### src/rtl/regfile_wb_arbiter_if.sv
// Write-back bus between the requesters and the register-file arbiter.
// The arbiter takes the slave modport; requesters drive through master.
interface regfile_wb_arbiter_if #(
  parameter int NREQ = 3
);
  logic                   hold_i;
  logic [NREQ-1:0]        req_valid_i;
  logic [5*NREQ-1:0]      req_rd_i;
  logic [32*NREQ-1:0]     req_dat_i;
  logic [NREQ-1:0]        req_ready_o;
  logic                   wr_en_o;
  logic [4:0]             reg_des_o;
  logic [31:0]            reg_des_dat_o;
  logic [7:0]             drop_cnt_o;

  modport master (
    output hold_i, req_valid_i, req_rd_i, req_dat_i,
    input  req_ready_o, wr_en_o, reg_des_o, reg_des_dat_o, drop_cnt_o
  );

  modport slave (
    input  hold_i, req_valid_i, req_rd_i, req_dat_i,
    output req_ready_o, wr_en_o, reg_des_o, reg_des_dat_o, drop_cnt_o
  );
endinterface

### src/rtl/regfile_wb_arbiter.sv
// Register-file write-back arbiter: picks one of NREQ requesters per cycle and
// registers its write. Define WB_RR_EN for round-robin; otherwise fixed priority.
module regfile_wb_arbiter #(
  parameter int NREQ = 3
) (
  input logic                 clk,
  input logic                 rst,
  regfile_wb_arbiter_if.slave bus
);
  localparam int PW = (NREQ > 2) ? 2 : 1;

  logic [NREQ-1:0] grant;
  logic            grant_any;
  logic [4:0]      sel_rd;
  logic [31:0]     sel_dat;
  int              sel;
  int              rank;
  int              best_rank;

  logic            wr_q;
  logic [4:0]      des_q;
  logic [31:0]     dat_q;
  logic [7:0]      drop_q;

`ifdef WB_RR_EN
  logic [PW-1:0]   ptr;
`endif

  // Winner is the valid requester with the smallest rank; rank is the distance
  // from ptr in round-robin mode and simply the index in fixed-priority mode.
  always_comb begin
    grant     = '0;
    grant_any = 1'b0;
    sel_rd    = '0;
    sel_dat   = '0;
    sel       = 0;
    rank      = 0;
    best_rank = NREQ;
    if (!rst && !bus.hold_i) begin
      for (int k = 0; k < NREQ; k++) begin
`ifdef WB_RR_EN
        rank = k - int'(ptr);
        if (rank < 0) rank = rank + NREQ;
`else
        rank = k;
`endif
        if (bus.req_valid_i[k] && rank < best_rank) begin
          best_rank = rank;
          sel       = k;
          grant_any = 1'b1;
          sel_rd    = bus.req_rd_i[5*k +: 5];
          sel_dat   = bus.req_dat_i[32*k +: 32];
        end
      end
    end
    for (int k = 0; k < NREQ; k++) begin
      grant[k] = grant_any && (sel == k);
    end
  end

  assign bus.req_ready_o = grant;

  // Writes to x0 are consumed but never reach the register file; they only
  // bump the saturating drop counter. Destination/data hold between writes.
  always_ff @(posedge clk) begin
    if (rst) begin
      wr_q   <= 1'b0;
      des_q  <= '0;
      dat_q  <= '0;
      drop_q <= '0;
    end else begin
      wr_q <= grant_any && (sel_rd != 5'd0);
      if (grant_any && (sel_rd != 5'd0)) begin
        des_q <= sel_rd;
        dat_q <= sel_dat;
      end
      if (grant_any && (sel_rd == 5'd0) && (drop_q != 8'hFF)) begin
        drop_q <= drop_q + 8'd1;
      end
    end
  end

`ifdef WB_RR_EN
  always_ff @(posedge clk) begin
    if (rst) begin
      ptr <= '0;
    end else if (grant_any) begin
      if (sel == NREQ - 1) ptr <= '0;
      else                 ptr <= PW'(sel + 1);
    end
  end
`endif

  // Outputs are forced low while reset is high so a write registered just
  // before reset never pulses the register file.
  assign bus.wr_en_o       = wr_q & ~rst;
  assign bus.reg_des_o     = rst ? 5'd0  : des_q;
  assign bus.reg_des_dat_o = rst ? 32'd0 : dat_q;
  assign bus.drop_cnt_o    = rst ? 8'd0  : drop_q;

endmodule
### src/flat_wrapper.sv
// flat-port wrapper written by rule: the top's interface ports become plain ports
module regfile_wb_arbiter_flat 
#(
  parameter int NREQ = 3
)
  (clk, rst, bus_hold_i, bus_req_valid_i, bus_req_rd_i, bus_req_dat_i, bus_req_ready_o, bus_wr_en_o, bus_reg_des_o, bus_reg_des_dat_o, bus_drop_cnt_o);
  regfile_wb_arbiter_if #(.NREQ(NREQ)) bus_i ();
  input logic clk;
  input logic rst;
  input wire logic [$bits(bus_i.hold_i)-1:0] bus_hold_i;
  input wire logic [$bits(bus_i.req_valid_i)-1:0] bus_req_valid_i;
  input wire logic [$bits(bus_i.req_rd_i)-1:0] bus_req_rd_i;
  input wire logic [$bits(bus_i.req_dat_i)-1:0] bus_req_dat_i;
  output wire logic [$bits(bus_i.req_ready_o)-1:0] bus_req_ready_o;
  output wire logic [$bits(bus_i.wr_en_o)-1:0] bus_wr_en_o;
  output wire logic [$bits(bus_i.reg_des_o)-1:0] bus_reg_des_o;
  output wire logic [$bits(bus_i.reg_des_dat_o)-1:0] bus_reg_des_dat_o;
  output wire logic [$bits(bus_i.drop_cnt_o)-1:0] bus_drop_cnt_o;
  assign bus_i.hold_i = bus_hold_i;
  assign bus_i.req_valid_i = bus_req_valid_i;
  assign bus_i.req_rd_i = bus_req_rd_i;
  assign bus_i.req_dat_i = bus_req_dat_i;
  assign bus_req_ready_o = bus_i.req_ready_o;
  assign bus_wr_en_o = bus_i.wr_en_o;
  assign bus_reg_des_o = bus_i.reg_des_o;
  assign bus_reg_des_dat_o = bus_i.reg_des_dat_o;
  assign bus_drop_cnt_o = bus_i.drop_cnt_o;
  regfile_wb_arbiter #(.NREQ(NREQ)) u_core (.clk(clk), .rst(rst), .bus(bus_i));
endmodule
### config.mk
export PLATFORM = sky130hd
export DESIGN_NAME = regfile_wb_arbiter_flat
export DESIGN_NICKNAME = d
export VERILOG_FILES = /design/src/rtl/regfile_wb_arbiter_if.sv /design/src/rtl/regfile_wb_arbiter.sv /design/src/flat_wrapper.sv
export SDC_FILE = /design/constraint.sdc
export NUM_CORES = 1
export LEC_CHECK = 0
export CORE_UTILIZATION = 41
export CTS_CLUSTER_SIZE = 14
export DETAILED_ROUTE_END_ITERATION = 10
export PLACE_DENSITY = 0.9
export SETUP_SLACK_MARGIN = 0.2
export SLEW_MARGIN = 10
export SYNTH_ARGS = -nofsm -noshare
export SYNTH_HDL_FRONTEND = slang
export SYNTH_SLANG_ARGS = --single-unit
export TNS_END_PERCENT = 10
### constraint.sdc
create_clock -name clk -period 5 [get_ports clk]
set_input_delay 1 -clock clk [delete_from_list [all_inputs] [get_ports clk]]
set_output_delay 1 -clock clk [all_outputs]
set_load 0.02 [all_outputs]
==> flow_summary.yaml <==
worst_setup_path:
  r2r_end: "u_core.drop_q[0]$_SDFFE_PP0P_"
  arrival_ns: 2.80
  critPathRequiredTime_ns: 4.00
  reg2reg_depth: 6
  r2r-start: "u_core.drop_q[0]$_SDFFE_PP0P_"
  cp_max_fo: 28
  cp-start-kind: "input pin"
  crit_type: "in -> out"
  crit_start: "bus_req_valid_i[1]"
  end_kind: "output port"
  rrSetupSlack_ns: 3.19
pwr:
  p_per_area_nw_per_um2: 204
  ir_drop_v: 0.000102
  pwr-share-clk_pct: 27.3
  pwr-share-seq_pct: 42.3
  power_leakage_nw: 1.74
  p_int_w: 0.000701
  pwr-share-comb_pct: 30.4
  p_total_w: 0.000934
  p_sw_w: 0.000234
  p_sw_share_pct: 25.0
drt:
  route.antenna.remaining_nets: 0
  drcViolationCount: 0
  drt_iter0_drc: 90
  viasPerCell: 5.31
  via_count: 2940
  drt_wl_total_um: 8230
  drtPass1Iterations: 4
  wire_per_inst_um: 14.9
placement:
  dp_slack_ns: 1.11
  io_buffers: 165
  gp_congestion: 0.831
  hpwl_um: 6440
min_path:
  holdPathStages: 2
  min_to: "u_core.des_q[2]$_SDFFE_PP0P_"
  hp-class: "reg -> reg"
  hold_start: "u_core.des_q[2]$_SDFFE_PP0P_"
sta:
  min_period_ns: 3.80
  skew_ns: 0.000745
  max_slew_margin_pct: 50.4
  tns_ns: 0
  hold_viol: 0
  worst_slew_pin_slew_ns: 0.742
  slew_viol_final: 0
  timing.fmax_mhz: 263
  min_period_over_period_pct: 76.0
  setup_viol: 0
  layout_setup_ws_ns: 1.20
  rsz0062_at_grt: "false"
die:
  core_area_um2: 6490
  die-area_um2: 7250
  die_x_um: 85.2
  die-height_um: 85.2
  rows: 29
  io-pin-count: 166
  start_util_pct: 43.7
yosys:
  syn_area_um2: 2840
  synthTopCellsByArea: "dfxtp_1 (32%), mux2_4 (13%), nor2b_1 (9.5%)"
  netlist.area_leader.share_pct: 32.5
  synth.distinct_cells: 36
  synth_most_common_cell: "dfxtp_1"
  ys_async_sr_fraction_pct: 0
  synth_warnings: 0
  synthTopCellsByCount: "dfxtp_1 (46), nor2b_1 (43), o21ai_0 (37), nand2_1 (35), a22oi_1 (32)"
  yosysSeqAreaShare_pct: 32.5
  synthFlopType: "dfxtp_1"
  synth_edf_count: 0
  synthesis.nets: 443
  syn_inst: 325
  avgSynthCellArea_um2: 8.72
  ys_seq_elements: 46
  netlist.top_cell.by_area: "dfxtp_1"
run:
  cap_violations: 0
clock_network:
  tritoncts: "yes"
  hold_buffers: 0
  cts_made_buffers: 5
  clkTransAtPathRegs_ns: 0.08
  ctsResizeCount: 0
  cts-root-buf: "clkbuf_8"
  cts_max_level: 2
  cts_max_path_buffers: 2
  clock_latency_ns: 0.28
  post_cts_buffers: 0
  clock_sinks: 46
global_routing:
  grt-ovfl-total: 0
  track_usage_pct: 23.0
  grt_pass1_vias: 2883
  grt_pass1_wl_um: 13300
  antenna_found_initial: 0
  grt_max_degree: 41
finish:
  drive_gt1_share_pct: 12.6
  diodes: 0
  nNetsFinal: 594
  syn_to_final_growth_pct: 61.9
outcome:
  status: "complete, no violations"
==> final cells by class <==
type | count | area (um2)
Fill cell | 494 | 1910
Multi-Input combinational cell | 246 | 1740
Timing Repair Buffer | 171 | 1700
Sequential cell | 46 | 921
Clock buffer | 8 | 110
Tap cell | 77 | 96.3
Inverter | 6 | 22.5
==> registers in the layout (all words and copies together), names as in the netlist <==
| signal | cells |
|---|---|
| u_core.des_q | 5 |
| u_core.wr_q | 1 |
| u_core.drop_q | 8 |
| u_core.dat_q | 32 |
==> worst max-delay path by stage <==
stage,end,slack (ns)
after floorplan,bus_reg_des_o[0],1.99
after global placement,u_core.dat_q[18]$_SDFFE_PP0P_,1.17
after detailed placement,u_core.dat_q[19]$_SDFFE_PP0P_,1.11
after CTS,bus_req_ready_o[2],1.21
after global routing,bus_req_ready_o[2],1.14
final,bus_req_ready_o[2],1.20
==> power by group through the flow <==
stage	sequential, W	combinational [W]	clock (W)
CTS	0.000396	0.000284	0.000261
floorplan	0.000403	0.000143	0
global route	0.000398	0.000305	0.000275
global placement	0.000404	0.000277	0
detailed placement	0.000404	0.000283	0
finish	0.000396	0.000284	0.000255
==> logic make-up after synthesis <==
logic type	count (synthesis)	synth area share, %
adders and majority gates	1	0.441
DFF	46	32.5
buffers and inverters	33	6.22
and+or+nand+nor	116	21.4
muxes	38	18.4
AOI/OAI and AO/OA	91	21.1
==> cells in the final DEF, fill, tap and decap left out, types with 2 or more instances in the layout <==
cell type,n
nand2_1,35
nor2_1,14
o32ai_1,4
o31ai_1,3
clkdlybuf4s50_1,163
dfxtp_1,46
buf_4,5
inv_1,6
o21ai_0,37
o2bb2ai_1,3
nand3b_1,4
or2_2,2
nor3_1,4
a22oi_1,32
or4_1,2
nand3_1,4
a21oi_1,7
nor2b_1,42
mux2_2,13
buf_2,2
nand4_1,2
clkbuf_8,8
mux2_4,25
nor4_1,2
==> routing by layer <==
| layer | wire length [um] | track usage, % | vias to the layer above | share of wire (%) |
|---|---|---|---|---|
| met2 | 4260 | 42.7 | 112 | 52 |
| met1 | 3330 | 26.4 | 1360 | 40 |
| met5 | 0 | 0 | - | 0 |
| li1 | - | - | 1460 | - |
| met3 | 548 | 5.74 | 8 | 6.7 |
| met4 | 93 | 5.24 | 0 | 1.1 |
==> per-stage QoR <==
step / utilization [%] / cell area, um2 / hold slack (ns) / std cells
after floorplan: - / 2840 / 0.459 / 325
after global placement: 69.0 / 4480 / 0.473 / 546
after detailed placement: 69.0 / 4480 / 0.480 / 546
after CTS: 70.7 / 4590 / 0.493 / 554
after global routing: 70.7 / 4590 / 0.518 / 554
final: 70.7 / 4590 / 0.492 / 554
==> worst max-delay path, stage by stage <==
cell	delay (ns)
clkdlybuf4s50_1	0.42
buf_4	0.23
or3b_4	0.44
nor2_1	0.10
clkdlybuf4s50_1	0.60
(Power assumes the default switching activity.)
